[config.mk]
export PLATFORM = sky130hd
export DESIGN_NAME = alarm_ctrl
export DESIGN_NICKNAME = d
export VERILOG_FILES = /design/src/rtl/alarm_pkg.sv /design/src/rtl/btn_edge.sv /design/src/rtl/alarm_ctrl.sv
export SDC_FILE = /design/constraint.sdc
export NUM_CORES = 1
export LEC_CHECK = 0
export ABC_AREA = 1
export CAP_MARGIN = 25
export CELL_PAD_IN_SITES_DETAIL_PLACEMENT = 2
export CELL_PAD_IN_SITES_GLOBAL_PLACEMENT = 2
export CORE_MARGIN = 2
export CORE_UTILIZATION = 28
export CTS_CLUSTER_DIAMETER = 50
export DETAILED_ROUTE_END_ITERATION = 12
export GPL_ROUTABILITY_DRIVEN = 1
export PLACE_DENSITY = 0.88
export SKIP_LAST_GASP = 1
export SYNTH_ARGS = -nofsm -noshare
export SYNTH_HDL_FRONTEND = slang
export SYNTH_SLANG_ARGS = --single-unit
[constraint.sdc]
create_clock -name clk -period 1.9 [get_ports clk]
set_input_delay 0.285 -clock clk [delete_from_list [all_inputs] [get_ports clk]]
set_output_delay 0.285 -clock clk [all_outputs]
set_load 0.03 [all_outputs]
[src/rtl/alarm_pkg.sv]
// Shared encodings, BCD limits and defaults for the alarm controller.
// The snooze feature is enabled by defining ALARM_SNOOZE_EN (see alarm_ctrl.sv).
package alarm_pkg;

    localparam logic [1:0] MODE_RUN       = 2'd0;
    localparam logic [1:0] MODE_SET_TIME  = 2'd1;
    localparam logic [1:0] MODE_SET_ALARM = 2'd2;

    localparam logic [1:0] RS_IDLE   = 2'd0;
    localparam logic [1:0] RS_RING   = 2'd1;
    localparam logic [1:0] RS_SNOOZE = 2'd2;

    localparam logic [3:0] BCD_UNIT_MAX     = 4'd9;
    localparam logic [3:0] BCD_MIN_TENS_MAX = 4'd5;
    localparam logic [3:0] BCD_HR_TENS_MAX  = 4'd2;
    localparam logic [3:0] BCD_HR_UNIT_MAX  = 4'd3;

    localparam int DEF_RING_SECS   = 60;
    localparam int DEF_SNOOZE_SECS = 300;
    localparam int CNT_W           = 9;

    // Button slots in the rise vector.
    localparam int B_M   = 0;
    localparam int B_H   = 1;
    localparam int B_A   = 2;
    localparam int B_S   = 3;
    localparam int B_O   = 4;
    localparam int NUM_B = 5;

    // {tens, units} minutes, wraps 59 -> 00
    function automatic logic [7:0] bcd_inc_min(input logic [7:0] v);
        logic [7:0] r;
        r = v;
        if (v[3:0] == BCD_UNIT_MAX) begin
            r[3:0] = 4'd0;
            r[7:4] = (v[7:4] == BCD_MIN_TENS_MAX) ? 4'd0 : v[7:4] + 4'd1;
        end else begin
            r[3:0] = v[3:0] + 4'd1;
        end
        return r;
    endfunction

    // {tens, units} hours, wraps 23 -> 00
    function automatic logic [7:0] bcd_inc_hr(input logic [7:0] v);
        logic [7:0] r;
        r = v;
        if (v[7:4] == BCD_HR_TENS_MAX && v[3:0] == BCD_HR_UNIT_MAX) begin
            r = 8'h00;
        end else if (v[3:0] == BCD_UNIT_MAX) begin
            r[3:0] = 4'd0;
            r[7:4] = v[7:4] + 4'd1;
        end else begin
            r[3:0] = v[3:0] + 4'd1;
        end
        return r;
    endfunction

endpackage

[src/rtl/btn_edge.sv]
// Two-flop synchronizer plus registered rising-edge pulse for one button.
module btn_edge (
    input  logic clk,
    input  logic rst,
    input  logic btn,
    output logic rise
);

    logic s1, s2, s3;

    always_ff @(posedge clk) begin
        if (rst) begin
            // Synchronizer keeps sampling and history is forced high, so a
            // button held through reset yields no edge once reset drops.
            s1   <= btn;
            s2   <= s1;
            s3   <= 1'b1;
            rise <= 1'b0;
        end else begin
            s1   <= btn;
            s2   <= s1;
            s3   <= s2;
            rise <= s2 & ~s3;
        end
    end

endmodule

[src/rtl/alarm_ctrl.sv]
// Alarm clock controller: mode FSM, BCD alarm setting, ring/snooze FSM.
// Define ALARM_SNOOZE_EN to enable the SNOOZE state.
module alarm_ctrl
    import alarm_pkg::*;
#(
    parameter int RING_SECS   = DEF_RING_SECS,
    parameter int SNOOZE_SECS = DEF_SNOOZE_SECS
) (
    input  logic       clk,
    input  logic       rst,
    input  logic       sec_tick,
    input  logic       bm,
    input  logic       bh,
    input  logic       balam,
    input  logic       bset,
    input  logic       boff,
    input  logic [3:0] t0,
    input  logic [3:0] t1,
    input  logic [3:0] t2,
    input  logic [3:0] t3,
    output logic [3:0] al0,
    output logic [3:0] al1,
    output logic [3:0] al2,
    output logic [3:0] al3,
    output logic       inc_tm,
    output logic       inc_th,
    output logic [1:0] mode,
    output logic       alarm_en,
    output logic       ring
);

    localparam logic [CNT_W-1:0] RING_LAST   = CNT_W'(RING_SECS - 1);
    localparam logic [CNT_W-1:0] SNOOZE_LAST = CNT_W'(SNOOZE_SECS - 1);

    logic [NUM_B-1:0] raw, rise;
    logic [1:0]       rstate, rnext;
    logic [CNT_W-1:0] cnt;
    logic             match, match_d, en_d, sec_done;

    assign raw = {boff, bset, balam, bh, bm};

    for (genvar i = 0; i < NUM_B; i++) begin : g_btn
        btn_edge u_btn (.clk(clk), .rst(rst), .btn(raw[i]), .rise(rise[i]));
    end

    always_ff @(posedge clk) begin
        if (rst) begin
            mode <= MODE_RUN;
        end else begin
            case (mode)
                MODE_RUN:       if (rise[B_A]) mode <= MODE_SET_ALARM;
                                else if (rise[B_S]) mode <= MODE_SET_TIME;
                MODE_SET_ALARM: if (rise[B_A]) mode <= MODE_RUN;
                MODE_SET_TIME:  if (rise[B_S]) mode <= MODE_RUN;
                default:        mode <= MODE_RUN;
            endcase
        end
    end

    always_ff @(posedge clk) begin
        if (rst) begin
            {al3, al2, al1, al0} <= 16'h0000;
        end else if (mode == MODE_SET_ALARM) begin
            if (rise[B_M])      {al1, al0} <= bcd_inc_min({al1, al0});
            else if (rise[B_H]) {al3, al2} <= bcd_inc_hr({al3, al2});
        end
    end

    always_ff @(posedge clk) begin
        if (rst) begin
            inc_tm   <= 1'b0;
            inc_th   <= 1'b0;
            alarm_en <= 1'b0;
            en_d     <= 1'b0;
            match_d  <= 1'b0;
        end else begin
            inc_tm  <= (mode == MODE_SET_TIME) & rise[B_M];
            inc_th  <= (mode == MODE_SET_TIME) & rise[B_H] & ~rise[B_M];
            if (mode == MODE_RUN && rstate == RS_IDLE && rise[B_O])
                alarm_en <= ~alarm_en;
            en_d    <= alarm_en;
            match_d <= match;
        end
    end

    assign match    = ({t3, t2, t1, t0} == {al3, al2, al1, al0});
    assign sec_done = sec_tick && (cnt == ((rstate == RS_SNOOZE) ? SNOOZE_LAST : RING_LAST));

    always_comb begin
        rnext = rstate;
        if (mode != MODE_RUN || (en_d && !alarm_en)) begin
            rnext = RS_IDLE;
        end else begin
            case (rstate)
                RS_IDLE: if (alarm_en && match && !match_d) rnext = RS_RING;
                RS_RING: begin
                    if (rise[B_O] || sec_done) rnext = RS_IDLE;
`ifdef ALARM_SNOOZE_EN
                    else if (rise[B_M])        rnext = RS_SNOOZE;
`endif
                end
`ifdef ALARM_SNOOZE_EN
                RS_SNOOZE: begin
                    if (rise[B_O])     rnext = RS_IDLE;
                    else if (sec_done) rnext = RS_RING;
                end
`endif
                default: rnext = RS_IDLE;
            endcase
        end
    end

    always_ff @(posedge clk) begin
        if (rst) begin
            rstate <= RS_IDLE;
            cnt    <= '0;
        end else begin
            rstate <= rnext;
            if (rnext != rstate)                      cnt <= '0;
            else if (sec_tick && rstate != RS_IDLE) cnt <= cnt + 1'b1;
        end
    end

    assign ring = (rstate == RS_RING);

endmodule
-- Word level (Yosys, flattened, before mapping)
Index checks and enable logic that the tools add are counted.
- register bits after elaboration: 54
- latch bits: 0
- bits in writable memories: 0
- memory bits (read-only): 0
- bits of input ports: 24
- memories kept: 0
- $add $sub $neg: 5
- multiply operators: 0
- divide/modulo/power cells: 0
- magnitude comparators: 0
- eq/ne operators: 15
- shifts and indexed selects: 0
- mux-type cells: 15
- bitwise operators: 15
- reduce and logical (&&, ||, !) cells: 23
- operator list (kind ; count):
    $add A4 B1 Y4 const B ; 4
    $eq A16 B16 Y1 ; 1
    $mux W4 ; 4
    $mux W2 ; 7
    $add A9 B1 Y9 const B ; 1
    $eq A9 B9 Y1 ; 1
    $mux W9 ; 1
    $reduce_and A3 Y1 ; 3
    $and A1 B1 Y1 ; 8
    $eq A4 B2 Y1 const B ; 2
    $eq A4 B4 Y1 const B ; 2
    $logic_and A1 B1 Y1 ; 8
    $mux W8 ; 1
    $not A1 Y1 ; 7
    $pmux W2 S3 ; 1
    $reduce_bool A2 Y1 ; 3
    $eq A2 B1 Y1 const B ; 2
    $eq A2 B2 Y1 const B ; 2
    $eq A4 B3 Y1 const B ; 1
    $logic_not A2 Y1 ; 2
    $ne A2 B1 Y1 const B ; 2
    $pmux W2 S2 ; 1
    $reduce_and A4 Y1 ; 1
    $ne A3 B1 Y1 const B ; 1
    other kinds (5) ; 7

-- Longest topological paths before layout
Gate-level depths: netlist (run 1).
- depth after elaboration: 10
- mapped depth: 12
- mapped depth without buffers: 12

-- Hierarchy
Synthesis (run 1) repeated with hierarchy kept, for this count alone.
- cells, all modules: 308
- area total of the unflattened synthesis: 2326.0 um^2
- modules (own cells, without submodules) (module ; times used ; cells an instance ; area each (um^2)):
    alarm_ctrl ; 1 ; 268 ; 1825.5
    btn_edge ; 5 ; 8 ; 100.1

-- Worst setup path before layout (run 1)
Ideal clock, no wire load.
- kind: register -> register
- start point: register al2[0]
- end point: register al3[3]
- arrival: 1.627 ns
- data required time: 1.772 ns
- setup slack: 0.145 ns
- cell stages (with the launch flop): 10
- buffers on the path: 0
- path through: dfxtp_1 -> ha_1 -> nand2_1 -> nor3_1 -> nand3_2 -> a21oi_4 -> inv_2 -> nor2_2 -> xnor2_1 -> nor2_1
- longest elaborated chain between the ends: 4
- elaborated cells between the ends (all ways): 6
- ends and longest elaborated chain (item ; RTL line ; source):
    from (decl) ; alarm_ctrl.sv:23 ; output logic [3:0] al2,
    from (signal assigned) ; alarm_ctrl.sv:65 ; else if (rise[B_H]) {al3, al2} <= bcd_inc_hr({al3, al2});
    $eq A4 B2 Y1 ; alarm_pkg.sv:47 ; if (v[7:4] == BCD_HR_TENS_MAX && v[3:0] == BCD_HR_UNIT_MAX) begin
    $logic_and A1 B1 Y1 ; alarm_pkg.sv:47 ;
    $reduce_bool A2 Y1 (no line) ; -- ;
    $reduce_and A4 Y1 (no line) ; -- ;
    to (signal assigned) ; alarm_ctrl.sv:65 ;
    to (decl) ; alarm_ctrl.sv:24 ; output logic [3:0] al3,
Parallel ways exist; a longest one is shown, timed or not.
A chain may end at the register's enable or synchronous reset.

-- Worst setup path after layout (run 1)
- start point: register al0[0]
- end point: output al0[0]
- RTL lines (item ; RTL line ; source):
    from (decl) ; alarm_ctrl.sv:21 ; output logic [3:0] al0,
    from (signal assigned) ; alarm_ctrl.sv:64 ; if (rise[B_M]) {al1, al0} <= bcd_inc_min({al1, al0});
No word-level cell between the ends.

==> results of run 1 <==
-- synth_stat cells --
cell type / n / area [um^2]
nand3_1: 14 / 70.1
o211ai_1: 1 / 7.51
xor2_1: 9 / 78.8
a21oi_1: 10 / 50.1
a211oi_1: 3 / 22.5
nor3_1: 11 / 55.1
nand4_1: 5 / 31.3
ha_1: 5 / 62.6
inv_2: 6 / 22.5
clkbuf_1: 3 / 11.3
nand2_1: 69 / 259
a21oi_4: 1 / 16.3
conb_1: 1 / 3.75
inv_1: 45 / 169
xnor2_1: 3 / 26.3
nor2_2: 4 / 25.0
nor2_1: 44 / 165
nor2_4: 2 / 22.5
nand2_2: 1 / 6.26
mux2i_1: 1 / 10.0
o21ai_0: 11 / 55.1
nand3_2: 1 / 10.0
a21boi_0: 1 / 7.51
nor3b_2: 1 / 12.5
dfxtp_1: 54 / 1080
nor4_1: 1 / 6.26
nand3_4: 1 / 17.5
-- cell type report --
| cell class | count | area share [%] |
|---|---|---|
| Inverter | 51 | 6.41 |
| Clock inverter | 3 | 0.964 |
| Timing Repair Buffer | 46 | 15.3 |
| Multi-Input combinational cell | 200 | 34.3 |
| Tap cell | 105 | 4.40 |
| Clock buffer | 5 | 2.31 |
| Sequential cell | 54 | 36.3 |
-- how the worst max path moves through the flow --
| stage | startpoint | depth (start not counted) | endpoint | slack [ps] |
|---|---|---|---|---|
| 2_1_floorplan | al2[0] | 9 | al3[3] | 140 |
| 3_3_place_gp | t2[0] | 13 | cnt[6] | -20 |
| 3_5_place_dp | t2[0] | 13 | cnt[4] | -140 |
| 4_1_cts | al2[0] | 12 | cnt[4] | 90 |
| 5_1_grt | al3[1] | 12 | cnt[4] | 3 |
| 6_report | al0[0] | 1 | al0[0] | 130 |
-- cell families (layout without fill, tap and decap cells) --
family          after synthesis  in the layout  synth area share (%)
flops                        54             54                  46.9
fa+ha+maj                     5              5                  2.71
buf+inv                      54            105                  8.79
xor+xnor                     12             12                  4.56
other cells                   1              1                 0.163
mux                           1              1                 0.434
simple gates                154            154                  29.5
compound gates               27             27                  6.90
-- flip-flops by register name, indices dropped and copies added, names as in the netlist --
| signal | count |
|---|---|
| al0 | 4 |
| al1 | 4 |
| al2 | 4 |
| al3 | 4 |
| alarm_en | 1 |
| cnt | 9 |
| en_d | 1 |
| g_btn.u_btn.rise | 5 |
| g_btn.u_btn.s1 | 5 |
| g_btn.u_btn.s2 | 5 |
| g_btn.u_btn.s3 | 5 |
| inc_th | 1 |
| inc_tm | 1 |
| match_d | 1 |
| mode | 2 |
| rstate | 2 |
-- metrics by stage --
stage | setup TNS (ps) | util (%)
6_report | 0 | 36.9
5_1_grt | 0 | 36.9
4_1_cts | 0 | 36.8
3_5_place_dp | -916 | 35.6
3_3_place_gp | -194 | 35.6
2_1_floorplan | 0 | -
-- cell usage in the layout (no fill, tap or decap), types with 2 or more instances in the layout --
cell type,count
inv_2,6
clkbuf_8,5
xor2_1,9
inv_1,45
nor3_1,11
nor2_2,5
nand3_1,14
o21ai_0,11
nor2_4,2
a21oi_1,10
nand2_1,69
xnor2_1,3
nand4_1,5
a211oi_1,3
dfxtp_2,3
ha_1,5
nor2_1,43
dfxtp_1,51
clkdlybuf4s50_1,44
-- where the power goes --
| part | internal [W] | leakage (nW) | switching [W] | total, W |
|---|---|---|---|---|
| clock network | 0.000276 | 0.0506 | 0.000408 | 0.000684 |
| logic | 0.0000709 | 0.734 | 0.0000707 | 0.000142 |
| registers | 0.00116 | 0.443 | 0.00000982 | 0.00117 |
| total | 0.00150 | 1.23 | 0.000489 | 0.00199 |
-- per-layer routing --
| layer | vias up | part of all wire, % | GRT usage, % |
|---|---|---|---|
| met5 | - | 0 | 0 |
| met4 | 0 | 2.3 | 5.92 |
| met3 | 13 | 4.3 | 3.27 |
| met2 | 36 | 52 | 25.9 |
| met1 | 998 | 42 | 16.1 |
| li1 | 1049 | - | - |
-- what timing repair did --
item                                    in CTS  in global routing
endpoints found under the setup margin       1                 16
pin swaps                                    0                  0
resized for setup                            1                  4
==> qor.txt, run 1 <==
Multi-input logic area: 1020 um^2
Post-Syn Nets: 337
Initial core utilization: 28.5%
Vias post-DR: 2,096
DR vias/cell: 4.52
Synth Cell Area: 2300 um^2
WP buf/inv: 1
Clk slew on worst S/H paths: 100 ps
Cells after DPL: 456
Fmax: 564 MHz
Die H: 94.7 um
Clk buf depth: 2
Netlist cell types: 27
Largest fanout on the critical path: 6
Ports: 46
Clock latency at the later pin of the worst-skew pair: 320 ps
WL final: 5900 um
Nets: 387
Avg Inst Size Synth: 7.48 um^2
Synth Instances: 308
Core box area: 8090 um^2
Setup WS post-layout: 127 ps
Root buf cell: clkbuf_8
Yosys warns: 0
Gr usage total: 14.3%
GP Congestion: 0.764
Post-layout minimum cycle time: 1770 ps
PortBufs: 45
Drc violations: 0
Die Wd: 94.7 um
Synth Register Bits: 54
Final Skew: 7.36 ps
Layout cells sized above 1: 8.36%
Hold worst-path end: g_btn[4].u_btn.s2
Reg-to-Reg Start: al2[0]
Worst Setup Path Type: flip-flop to primary output
RSZ-0062 raised after global routing: false
N_diodes: 0
Post-CTS Setup Inserts: 0
Slowest stage delay, CP: 730 ps
Static leakage: 1.23 nW
First DRT Iteration DRCs: 43
Final critical-path share of the clock period: 93.3%
Cell family with most CP delay: buffers and inverters
Worst Hold Slack: 335 ps
Num CTS Buffers: 5
Fillers: 959
Storage element area: 1080 um^2
Pwr dens: 667 nW/um^2
H-tree levels: 2
Clock Sinks: 54
Setup-failing EPs final: 0
Slew Viols, Final: 0
Hold Path Stages: 0
CTS tree: built
Hold Path Class: flip-flop to flip-flop
Initial antenna violation count: 0
Drt first pass iters: 2
Crit path required time: 1620 ps
CP Launch Type: flip-flop
Hold Startpoint: g_btn[4].u_btn.s1
Worst r2r path cells: 8
Largest net degree at the start of global routing: 20
Max-Cap Viols: 0
Setup slack, reg-to-reg: 210 ps
Worst slack, placed: -136 ps
Arrival @ worst endpoint: 1490 ps
Global-route wire length before repair: 10,100 um
Overflow after GRT: 0
CP cell instances: clkdlybuf4s50_1
# rows: 33
HPWL after DPL: 4490 um
Max IR drop VDD: 0.000481 V
Vias in the first global route: 2,253
Area Growth Syn to Fin: 29.5%
Final non-filler cell area: 2990 um^2
Area after DPL: 2880 um^2
Slowest cell on crit path: clkdlybuf4s50_1
Hold Buf Count CTS: 0
Final instance count without filler cells: 464
Endpoint type of the worst setup path: primary output
Die ar.: 8970 um^2
Routed Antenna Nets: 0
Run status: finished clean
WL per Instance: 12.7 um
Seq/Total Area, Yosys: 46.9%
Worst R2R End: al3[1]
Final hold viol count: 0
Power, Total: 0.00199 W
(Power assumes the default switching activity.)
==> run 2: changes to the inputs <==
--- a/config.mk
+++ b/config.mk
@@ -14,6 +14,7 @@
 export CTS_CLUSTER_DIAMETER = 50
 export DETAILED_ROUTE_END_ITERATION = 12
 export GPL_ROUTABILITY_DRIVEN = 1
+export HOLD_SLACK_MARGIN = 0.12
 export PLACE_DENSITY = 0.88
 export SKIP_LAST_GASP = 1
 export SYNTH_ARGS = -nofsm -noshare
==> results of run 2 <==
No change in the layout: final DEF, timing and power equal those of run 1.
==> run 3: changes to the inputs <==
--- a/config.mk
+++ b/config.mk
@@ -9,6 +9,7 @@
 export CAP_MARGIN = 25
 export CELL_PAD_IN_SITES_DETAIL_PLACEMENT = 2
 export CELL_PAD_IN_SITES_GLOBAL_PLACEMENT = 2
+export CORE_ASPECT_RATIO = 1.75
 export CORE_MARGIN = 2
 export CORE_UTILIZATION = 28
 export CTS_CLUSTER_DIAMETER = 50
==> qor.txt, run 3 (same netlist as run 1, synthesis figures left out) <==
Vias in the first global route: 2,336
Static leakage: 1.27 nW
Die Wd: 72.6 um
Fmax: 564 MHz
Setup-failing EPs final: 0
Number of flip-flops under the largest register name: 9
WL per Instance: 14.8 um
Area Growth Syn to Fin: 32.4%
Worst Hold Slack: 329 ps
Slew Viols, Final: 0
Die ar.: 9000 um^2
Final critical-path share of the clock period: 93.3%
Layout cells sized above 1: 10.8%
Global-route wire length before repair: 10,900 um
Clk slew on worst S/H paths: 80 ps
Routed Antenna Nets: 0
Root buf cell: clkbuf_16
Worst Setup Path Type: input port to flip-flop
Final Skew: 4.86 ps
Die H: 124 um
H-tree levels: 2
Max-Cap Viols: 0
Setup TNS: 0 ps
Clock Sinks: 54
Clock latency at the later pin of the worst-skew pair: 300 ps
Max IR drop VDD: 0.000518 V
Final Util: 38.3%
Largest net degree at the start of global routing: 20
Drc violations: 0
Overflow after GRT: 0
WL final: 6670 um
Hold Path Stages: 0
DR vias/cell: 4.82
Initial antenna violation count: 0
HPWL after DPL: 5010 um
PortBufs: 45
Hold Path Class: flip-flop to flip-flop
Drt first pass iters: 4
First DRT Iteration DRCs: 66
Core box area: 7960 um^2
Arrival @ worst endpoint: 1970 ps
Gr usage total: 15.7%
Worst r2r path cells: 11
Run status: finished clean
Endpoint type of the worst setup path: flip-flop
CP Launch Type: input port
Final hold viol count: 0
GP Congestion: 0.738
N_diodes: 0
CTS tree: built
# rows: 43
Initial core utilization: 28.9%
Post-layout minimum cycle time: 1770 ps
Largest reg by FF count: cnt
Clk buf depth: 2
Nets: 388
Vias post-DR: 2,169
Num CTS Buffers: 5
Power, Total: 0.00228 W
Ports: 46
Crit path required time: 2100 ps
Most frequent cells in the layout: nand2_1 (68), dfxtp_1 (46), inv_1 (45), clkdlybuf4s50_1 (44), nor2_1 (41)
Largest fanout on the critical path: 4
Hold Buf Count CTS: 0
Commonest non-fill, non-tap cell in the layout: nand2_1
Pwr dens: 747 nW/um^2
[run 3: cell count changes in the layout (fill, tap and decap cells not counted), sizes merged]
cell / change
dlygate4sd2: -1
dlymetal6s2s: +1
nand3: +1
[run 3: metrics by stage]
stage / instance area, um^2 / setup WS (ps) / cells
2_1_floorplan: 2300 / 145 / 308
3_3_place_gp: 2860 / 13.4 / 441
3_5_place_dp: 2860 / -175 / 441
4_1_cts: 3020 / 6.79 / 449
5_1_grt: 3050 / -28.6 / 450
6_report: 3050 / 127 / 450
[run 3: critical path: stages]
cell and delay [ps]:
clkdlybuf4s50_1 480, inv_1 50, nand2_1 60, nand2_1 50
nor2_1 120, nand2_1 130, nor2_2 140, nand3_1 100
nand2_1 110, nand3_1 200, nand3_2 200, nor2_1 50
[run 3: report_power, final]
part           internal (W)  switching, W
clock network      0.000506      0.000461
registers           0.00115    0.00000958
logic             0.0000717     0.0000755
total               0.00173      0.000546
[run 3: path summary, 6_finish.rpt]
path                        to         startpoint  slack, ps
max                     cnt[0]              t2[0]        130
min reg2reg  g_btn[4].u_btn.s2  g_btn[4].u_btn.s1        330
max reg2reg             cnt[0]             al3[0]        170
min          g_btn[4].u_btn.s2  g_btn[4].u_btn.s1        330
[run 3: area by class of cell]
class                      count  area (um^2)
inverter                      51          191
clock buffer                   5          125
sequential                    54         1090
timing repair buffer          46          460
clock inverter                 3         28.8
multi-input combinational    201         1040
tap                           90          113
fill                         929         4910
[run 3: per-layer routing]
metal | share of wire, % | GRT usage, %
met1 | 36 | 15.0
met2 | 59 | 31.7
met3 | 2.5 | 2.59
met4 | 2.8 | 6.60
met5 | 0 | 0
[run 3: timing repair]
action,4_1_cts,5_1_grt
buffers inserted,0,0
gates resized for setup,0,13
setup endpoints to repair,0,10
